File: src/rtl/fetch_if.sv
// Fetch-stage bundle: instruction-memory request/response plus the decode-side
// instruction handshake and control (redirect/skip/halt) returning from decode/execute.
interface fetch_if #(
  parameter int unsigned PC_WIDTH    = 10,
  parameter int unsigned INSTR_WIDTH = 10
);
  logic                   imem_req;
  logic [PC_WIDTH-1:0]    imem_addr;
  logic [INSTR_WIDTH-1:0] imem_rdata;
  logic                   imem_ready;
  logic [INSTR_WIDTH-1:0] instr;
  logic [PC_WIDTH-1:0]    instr_pc;
  logic                   instr_valid;
  logic                   decode_ready;
  logic                   redirect_valid;
  logic [PC_WIDTH-1:0]    redirect_pc;
  logic                   skip;
  logic                   halt;
  logic                   halted;

  modport master (
    output imem_req, imem_addr, instr, instr_pc, instr_valid, halted,
    input  imem_rdata, imem_ready, decode_ready, redirect_valid, redirect_pc, skip, halt
  );

  modport slave (
    input  imem_req, imem_addr, instr, instr_pc, instr_valid, halted,
    output imem_rdata, imem_ready, decode_ready, redirect_valid, redirect_pc, skip, halt
  );
endinterface

File: src/rtl/fetch_unit.sv
// Instruction fetch stage: owns the pc, issues single-outstanding memory requests and
// hands each fetched instruction to decode through a valid/ready instruction register.
module fetch_unit #(
  parameter int unsigned         PC_WIDTH    = 10,
  parameter int unsigned         INSTR_WIDTH = 10,
  parameter logic [PC_WIDTH-1:0] RESET_PC    = '0
) (
  input  logic    clk,
  input  logic    rst,
  fetch_if.master bus
);

  typedef enum logic [1:0] {StIdle, StFetch, StHold, StHalted} state_e;

  localparam logic [PC_WIDTH-1:0] PcOne = 1;

  state_e                 state_q, state_d;
  logic [PC_WIDTH-1:0]    pc_q, pc_d;
  logic [PC_WIDTH-1:0]    addr_q, addr_d;
  logic [INSTR_WIDTH-1:0] instr_q, instr_d;
  logic [PC_WIDTH-1:0]    instr_pc_q, instr_pc_d;
  logic                   valid_q, valid_d;
  logic                   halted_q, halted_d;
  logic                   pending_q, pending_d;

  always_ff @(posedge clk) begin
    if (rst) begin
      state_q    <= StIdle;
      pc_q       <= RESET_PC;
      addr_q     <= RESET_PC;
      instr_q    <= '0;
      instr_pc_q <= '0;
      valid_q    <= 1'b0;
      halted_q   <= 1'b0;
      pending_q  <= 1'b0;
    end else begin
      state_q    <= state_d;
      pc_q       <= pc_d;
      addr_q     <= addr_d;
      instr_q    <= instr_d;
      instr_pc_q <= instr_pc_d;
      valid_q    <= valid_d;
      halted_q   <= halted_d;
      pending_q  <= pending_d;
    end
  end

  // addr_q is reloaded only when a new request starts, so an in-flight address
  // stays stable even after a redirect has already moved pc.
  always_comb begin
    state_d    = state_q;
    pc_d       = pc_q;
    addr_d     = addr_q;
    instr_d    = instr_q;
    instr_pc_d = instr_pc_q;
    valid_d    = valid_q;
    halted_d   = halted_q;
    pending_d  = pending_q;
    unique case (state_q)
      StIdle: begin
        if (bus.redirect_valid) pc_d = bus.redirect_pc;
        addr_d  = pc_d;
        state_d = StFetch;
      end
      StFetch: begin
        if (bus.imem_ready) begin
          if (pending_q || bus.redirect_valid) begin
            // Stale response: drop it and re-issue at the redirected pc.
            if (bus.redirect_valid) pc_d = bus.redirect_pc;
            pending_d = 1'b0;
            addr_d    = pc_d;
          end else begin
            instr_d    = bus.imem_rdata;
            instr_pc_d = pc_q;
            pc_d       = pc_q + PcOne;
            valid_d    = 1'b1;
            state_d    = StHold;
          end
        end else if (bus.redirect_valid) begin
          pc_d      = bus.redirect_pc;
          pending_d = 1'b1;
        end
      end
      StHold: begin
        if (bus.decode_ready) begin
          valid_d = 1'b0;
          if (bus.halt) begin
            halted_d = 1'b1;
            state_d  = StHalted;
          end else begin
            if (bus.redirect_valid) pc_d = bus.redirect_pc;
            else if (bus.skip)      pc_d = pc_q + PcOne;
            addr_d  = pc_d;
            state_d = StFetch;
          end
        end
      end
      StHalted: begin
      end
      default: state_d = StIdle;
    endcase
  end

  assign bus.imem_req    = (state_q == StFetch);
  assign bus.imem_addr   = addr_q;
  assign bus.instr       = instr_q;
  assign bus.instr_pc    = instr_pc_q;
  assign bus.instr_valid = valid_q;
  assign bus.halted      = halted_q;

endmodule

File: src/flat_wrapper.sv
// flat-port wrapper written by rule: the top's interface ports become plain ports
module fetch_unit_flat 
#(
  parameter int unsigned         PC_WIDTH    = 10,
  parameter int unsigned         INSTR_WIDTH = 10,
  parameter logic [PC_WIDTH-1:0] RESET_PC    = '0
)
  (clk, rst, bus_imem_req, bus_imem_addr, bus_instr, bus_instr_pc, bus_instr_valid, bus_halted, bus_imem_rdata, bus_imem_ready, bus_decode_ready, bus_redirect_valid, bus_redirect_pc, bus_skip, bus_halt);
  fetch_if #(.PC_WIDTH(PC_WIDTH), .INSTR_WIDTH(INSTR_WIDTH)) bus_i ();
  input  logic clk;
  input  logic rst;
  output wire logic [$bits(bus_i.imem_req)-1:0] bus_imem_req;
  output wire logic [$bits(bus_i.imem_addr)-1:0] bus_imem_addr;
  output wire logic [$bits(bus_i.instr)-1:0] bus_instr;
  output wire logic [$bits(bus_i.instr_pc)-1:0] bus_instr_pc;
  output wire logic [$bits(bus_i.instr_valid)-1:0] bus_instr_valid;
  output wire logic [$bits(bus_i.halted)-1:0] bus_halted;
  input wire logic [$bits(bus_i.imem_rdata)-1:0] bus_imem_rdata;
  input wire logic [$bits(bus_i.imem_ready)-1:0] bus_imem_ready;
  input wire logic [$bits(bus_i.decode_ready)-1:0] bus_decode_ready;
  input wire logic [$bits(bus_i.redirect_valid)-1:0] bus_redirect_valid;
  input wire logic [$bits(bus_i.redirect_pc)-1:0] bus_redirect_pc;
  input wire logic [$bits(bus_i.skip)-1:0] bus_skip;
  input wire logic [$bits(bus_i.halt)-1:0] bus_halt;
  assign bus_imem_req = bus_i.imem_req;
  assign bus_imem_addr = bus_i.imem_addr;
  assign bus_instr = bus_i.instr;
  assign bus_instr_pc = bus_i.instr_pc;
  assign bus_instr_valid = bus_i.instr_valid;
  assign bus_halted = bus_i.halted;
  assign bus_i.imem_rdata = bus_imem_rdata;
  assign bus_i.imem_ready = bus_imem_ready;
  assign bus_i.decode_ready = bus_decode_ready;
  assign bus_i.redirect_valid = bus_redirect_valid;
  assign bus_i.redirect_pc = bus_redirect_pc;
  assign bus_i.skip = bus_skip;
  assign bus_i.halt = bus_halt;
  fetch_unit #(.PC_WIDTH(PC_WIDTH), .INSTR_WIDTH(INSTR_WIDTH), .RESET_PC(RESET_PC)) u_core (.clk(clk), .rst(rst), .bus(bus_i));
endmodule
File: config.mk
export PLATFORM = sky130hd
export DESIGN_NAME = fetch_unit_flat
export DESIGN_NICKNAME = d
export VERILOG_FILES = /design/src/rtl/fetch_if.sv /design/src/rtl/fetch_unit.sv /design/src/flat_wrapper.sv
export SDC_FILE = /design/constraint.sdc
export NUM_CORES = 1
export LEC_CHECK = 0
export CORE_UTILIZATION = 51
export DETAILED_ROUTE_END_ITERATION = 16
export GPL_TIMING_DRIVEN = 0
export MAX_ROUTING_LAYER = met4
export PLACE_DENSITY_LB_ADDON = 0.2
export SYNTH_ARGS = -nofsm -noshare
export SYNTH_HDL_FRONTEND = slang
export SYNTH_SLANG_ARGS = --single-unit
File: constraint.sdc
create_clock -name clk -period 2.39 [get_ports clk]
set_input_delay 0.478 -clock clk [delete_from_list [all_inputs] [get_ports clk]]
set_output_delay 0.478 -clock clk [all_outputs]
set_load 0.05 [all_outputs]
## After elaboration in Yosys (flattened, before gate mapping)

Index checks and enable logic that the tools add are counted.

| word-level totals | value |
|---|---|
| flip-flop bits (word level) | 45 |
| latch bits | 0 |
| memory bits (writable) | 0 |
| bits in read-only memories | 0 |
| input bits | 27 |
| output and inout port bits | 33 |
| logic and storage cells | 53 |
| memories kept | 0 |

| operators by class | value |
|---|---|
| add/sub/neg operators | 1 |
| $mul | 0 |
| div/mod/pow operators | 0 |
| $lt $le $gt $ge | 0 |
| equality and inequality tests | 8 |
| shifts and indexed selects | 0 |
| muxes and demuxes | 23 |
| bitwise operators | 1 |
| reduce and logical (&&, ||, !) cells | 12 |

Operator list:

| operator | number |
|---|---|
| 2-to-1 mux 10 bit | 9 |
| one-hot mux 10 bit (3 select lines) | 2 |
| AND reduction 3 bit | 4 |
| adder 10 x 1 -> 10 bit, second input constant | 1 |
| 2-to-1 mux 2 bit | 4 |
| AND reduction 4 bit | 2 |
| 2-to-1 mux 1 bit | 6 |
| inequality test 2 x 1 -> 1 bit, second input constant | 3 |
| inequality test 2 bit, second input constant | 3 |
| one-hot mux 2 bit (3 select lines) | 1 |
| AND reduction 5 bit | 1 |
| nonzero test 2 bit | 2 |
| nonzero test 3 bit | 1 |
| == test 2 x 1 -> 1 bit, second input constant | 1 |
| == test 2 bit, second input constant | 1 |
| logical NOT 2 bit | 1 |
| one-hot mux 1 bit (2 select lines) | 1 |
| logical OR 1 bit | 1 |
| inverter 1 bit | 1 |

## Longest topological paths before layout

| logic depth | value |
|---|---|
| depth after elaboration | 6 |
| depth in mapped cells | 8 |
| depth with buffers taken out | 7 |

## Worst setup path before layout

No wires, ideal clock.

| timing | value |
|---|---|
| kind | register to register |
| start | register u_core.state_q[0] |
| end | register u_core.pc_q[0] |
| setup time | 0.065 ns |
| data arrival time | 1.901 ns |
| data required time | 2.325 ns |
| setup slack | 0.424 ns |
| cell stages (with the launch flop) | 8 |
| buffers on the path | 1 |
| period minus slack after synthesis | 1.966 ns |
| path through | dfxtp_1 ha_1 buf_2 nand3b_1 a221o_1 a21oi_1 o22ai_1 nor2_1 |

| between the ends | value |
|---|---|
| longest elaborated chain between the ends | 3 |
| elaborated cells on any way between the ends | 8 |
| those cells by class | eq/ne: 4; mux: 1; reduce/logical: 3 |

Ends and longest elaborated chain:

| item | RTL line | source |
|---|---|---|
| start, declared | fetch_unit.sv:17 | `state_e state_q, state_d;` |
| start signal, assigned | fetch_unit.sv:28 | `state_q <= StIdle;` |
| start signal, assigned | fetch_unit.sv:37 | `state_q <= state_d;` |
| == test 2 x 1 -> 1 bit (*) | - |  |
| named net bus_imem_req | flat_wrapper.sv:12 | `output wire logic [$bits(bus_i.imem_req)-1:0] bus_imem_req;` |
| nonzero test 3 bit (no line) | - |  |
| AND reduction 3 bit (no line) | - |  |
| end signal, assigned | fetch_unit.sv:38 | `pc_q <= pc_d;` |
| end, declared | fetch_unit.sv:18 | `logic [PC_WIDTH-1:0] pc_q, pc_d;` |

Mark *: on every way through the listed nets, which the timed path passes. The rest lies on a longest branch.
A chain may end at the register's enable or synchronous reset.

## Worst setup path in the final report

| timing | value |
|---|---|
| start | input port bus_halt |
| end | register u_core.addr_q[7], in the netlist u_core.bus.imem_addr[7] |

| between the ends | value |
|---|---|
| longest elaborated chain between the ends | 2 |

Ends and longest elaborated chain:

| item | RTL line | source |
|---|---|---|
| start, declared | flat_wrapper.sv:24 | `input wire logic [$bits(bus_i.halt)-1:0] bus_halt;` |
| inequality test 2 bit (no line) | - |  |
| AND reduction 5 bit (no line) | - |  |
| end signal, assigned | fetch_unit.sv:39 | `addr_q <= addr_d;` |
| end, declared | fetch_unit.sv:19 | `logic [PC_WIDTH-1:0] addr_q, addr_d;` |

No other way between the ends.

==> run_results.csv <==
group,metric,value,unit
outcome,run_status,"finished clean",
detailed_routing,postRouteWirelength,8480,um
finish,area.growth.synth_to_final,28.3,%
finish,drive_gt1_share,10.2,%
yosys,number_of_enable_type_register_cells_in_the_synthesized_netlist,0,
detailed_routing,drt-pass1-iter-count,5,
floorplan,die_y,76.4,um
critical_path,worst-r2r-setup-slack,0.08,ns
yosys,seq_area_frac_synth,31.9,%
grt,first_global_vias,2856,
critical_path,worst_setup_path_startpoint,"bus_halt",
cts,cts_tree,"done",
placed_design,gp_congestion,0.950,
detailed_routing,antenna_violating_nets_post_route,0,
cts,ctsLongestPathBuffers,2,
floorplan,die-area,0.00583,mm2
yosys,yosysWarningCount,0,
timing,final_hold_viol_count,0,
cts,cts.sink_count,45,
finish,fill_cells,463,
timing,fin_worst_skew,0.00496,ns
grt,globalRouteOverflowTotal,0,
yosys,synth_area,0.00282,mm2
yosys,synth_cell_type_count,57,
finish,layout.nets,463,
pwr,vdd_ir_drop_max,0.476,mV
timing,grt_setup_unrepaired,"no",
yosys,synth.ff_latch_count,45,
cts,cts-buffers-inserted,5,
detailed_routing,avgViaCountPerCell,5.92,
grt,largest_net_degree_at_the_start_of_global_routing,14,
critical_path,ff2ff_path_depth,7,
finish,diodes,0,
cts,clk_pin_slew,0.08,ns
min_path,hp-start,"u_core.bus.instr[7]",
cts,post_cts_buffers,0,
pwr,cellLeakagePower,0.00131,uW
placed_design,dp_hpwl,6150,um
timing,period_needed,2.32,ns
cts,htree_levels,2,
cts,ctsRootBufferMaster,"sky130_fd_sc_hd__clkbuf_8",
timing,timing.final.max_slew_violations,0,
min_path,holdCritPathClass,"reg -> reg",
critical_path,critPathCaptureType,"flip-flop",
critical_path,cp.arrival,2.50,ns
yosys,number_of_cells_produced_by_synthesis,365,
timing,post-route-period-util,97.3,%
yosys,yosysTopAreaCellShare,31.9,%
floorplan,boundaryPins,60,
floorplan,placementRows,26,
yosys,syn_area_per_cell,7.73,um2
grt,grt_use_total,31.1,%
timing,timing_worst_slew_pin_value,0.662,ns
critical_path,regToRegEndpoint,"u_core.pc_q[9]",
finish,post-route-util,69.5,%
yosys,ys_dominant_reg_cell,"sky130_fd_sc_hd__dfxtp_1",
detailed_routing,route.detailed.drc,0,
detailed_routing,routed_wire_length_per_instance,16.9,um
detailed_routing,vias,2965,
critical_path,worst_setup_path_category,"in -> reg",
timing,fmaxAchievable,430,MHz
timing,timing.slew.headroom,55.8,%
floorplan,start_util,54.2,%
cts,clock_insertion_delay_worst_skew,0.30,ns
finish,layout_common_cells,"sky130_fd_sc_hd__nand2_1, sky130_fd_sc_hd__clkdlybuf4s50_1, sky130_fd_sc_hd__a21oi_1",
timing,finalHoldWorstSlack,0.455,ns
yosys,yosysTopAreaCell,"sky130_fd_sc_hd__dfxtp_1",
floorplan,design.core.area,0.00520,mm2
critical_path,worstSetupStartpointType,"input port",
placed_design,place.port_buffers,59,
pwr,powerDensity,748,mW/mm2
job,number_of_max_cap_violations,0,
critical_path,r2r_start,"u_core.state_q[0]",
yosys,async_reset_ff_share,0,%
detailed_routing,first_iter_violations,279,
yosys,yosys-top-cells-area,"sky130_fd_sc_hd__dfxtp_1, sky130_fd_sc_hd__nand2_1, sky130_fd_sc_hd__a21oi_1, sky130_fd_sc_hd__xnor2_1, sky130_fd_sc_hd__o211ai_1",
timing,timing.final.setup_violations,0,
critical_path,critical_path_end,"u_core.bus.imem_addr[7]",
yosys,syn-num-nets,397,
grt,global_route_wire_length_before_repair,13900,um
floorplan,dieWidth,76.4,um
grt,initial_antenna_violation_count,0,
critical_path,critPathMaxFanout,10,
finish,mostFrequentLayoutCell,"sky130_fd_sc_hd__nand2_1",
critical_path,cp_data_required_time,2.56,ns
==> per-stage QoR <==
| step | cell area (um2) | total power [uW] | cells | setup TNS (ns) | setup WS (ns) |
|---|---|---|---|---|---|
| after CTS | 3600 | 2680 | 501 | 0 | 0.0522 |
| after global routing | 3620 | 2840 | 501 | 0 | 0.0253 |
| after floorplan | 2820 | 1750 | 365 | 0 | 0.424 |
| after detailed placement | 3500 | 2120 | 494 | -0.678 | -0.208 |
| after global placement | 3500 | 2100 | 494 | -0.223 | -0.162 |
| final | 3620 | 2710 | 501 | 0 | 0.0653 |
==> worst min-delay path by stage <==
stage,end,depth (start not counted)
after floorplan,u_core.bus.instr_pc[7],2
after global placement,u_core.bus.instr[7],2
after detailed placement,u_core.bus.instr_pc[5],2
after CTS,u_core.bus.instr[7],2
after global routing,u_core.bus.instr_pc[5],2
final,u_core.bus.instr[7],2
==> sequential cells by signal, summed over array words and instances, names as in the netlist <==
signal / count
u_core.bus.halted: 1
u_core.bus.imem_addr: 10
u_core.state_q: 2
u_core.bus.instr: 10
u_core.bus.instr_pc: 10
u_core.pending_q: 1
u_core.bus.instr_valid: 1
u_core.pc_q: 10
==> synthesized netlist by cell type, drive strengths merged, types with 2 or more instances <==
cell,instances
clkbuf,11
and4,2
o221ai,3
and3,3
dfxtp,45
o21ai,12
nand3,9
inv,7
ha,5
nor3,8
nand4,2
a31oi,4
a22oi,2
and2,3
nand2b,13
nand2,67
and4b,4
o22ai,3
a211o,2
or3,2
nor2,21
buf,23
o31ai,2
o211ai,13
a211oi,3
a21oi,50
nor2b,3
mux2i,5
xor2,5
mux2,2
xnor2,12
nand3b,3
==> power by group <==
part           switching, uW  internal, uW
logic                    793           442
clock network            259           304
registers               64.6           843
==> cell type report <==
class | count | area, um2 | area share (%)
inverter | 7 | 26.3 | 0.726
clock buffer | 5 | 68.8 | 1.90
clock inverter | 2 | 35.0 | 0.968
buffer | 34 | 190 | 5.25
sequential | 45 | 901 | 24.9
tap | 70 | 87.6 | 2.42
timing repair buffer | 59 | 593 | 16.4
multi-input combinational | 279 | 1720 | 47.5
==> critical path, stage by stage <==
cell,delay [ns]
sky130_fd_sc_hd__clkdlybuf4s50_1,0.49
sky130_fd_sc_hd__nand2b_1,0.25
sky130_fd_sc_hd__a21oi_4,0.30
sky130_fd_sc_hd__buf_4,0.23
sky130_fd_sc_hd__nand2_1,0.32
sky130_fd_sc_hd__nor3_1,0.35
sky130_fd_sc_hd__nor3_2,0.07
==> cell families after synthesis <==
kind of cell | share of synthesized area, %
xor gates and xnor gates | 5.28
muxes | 2.57
adders and majority gates | 2.22
AOI/OAI and AO/OA | 25.0
and+or+nand+nor | 25.4
buffers and inverters | 7.67
DFF | 31.9
==> what timing repair did <==
item,in CTS,in global routing
resized for setup,0,3
endpoints found under the hold margin,0,0
hold buffers,0,0
setup endpoints to repair,0,3
==> layer usage <==
metal / track usage (%) / share of wire, %
met1: 38.6 / 43
met5: - / 0
met2: 50.5 / 48
met4: 11.5 / 1.8
met3: 5.39 / 7.6
Note: power is estimated with default switching activity, not from simulation.
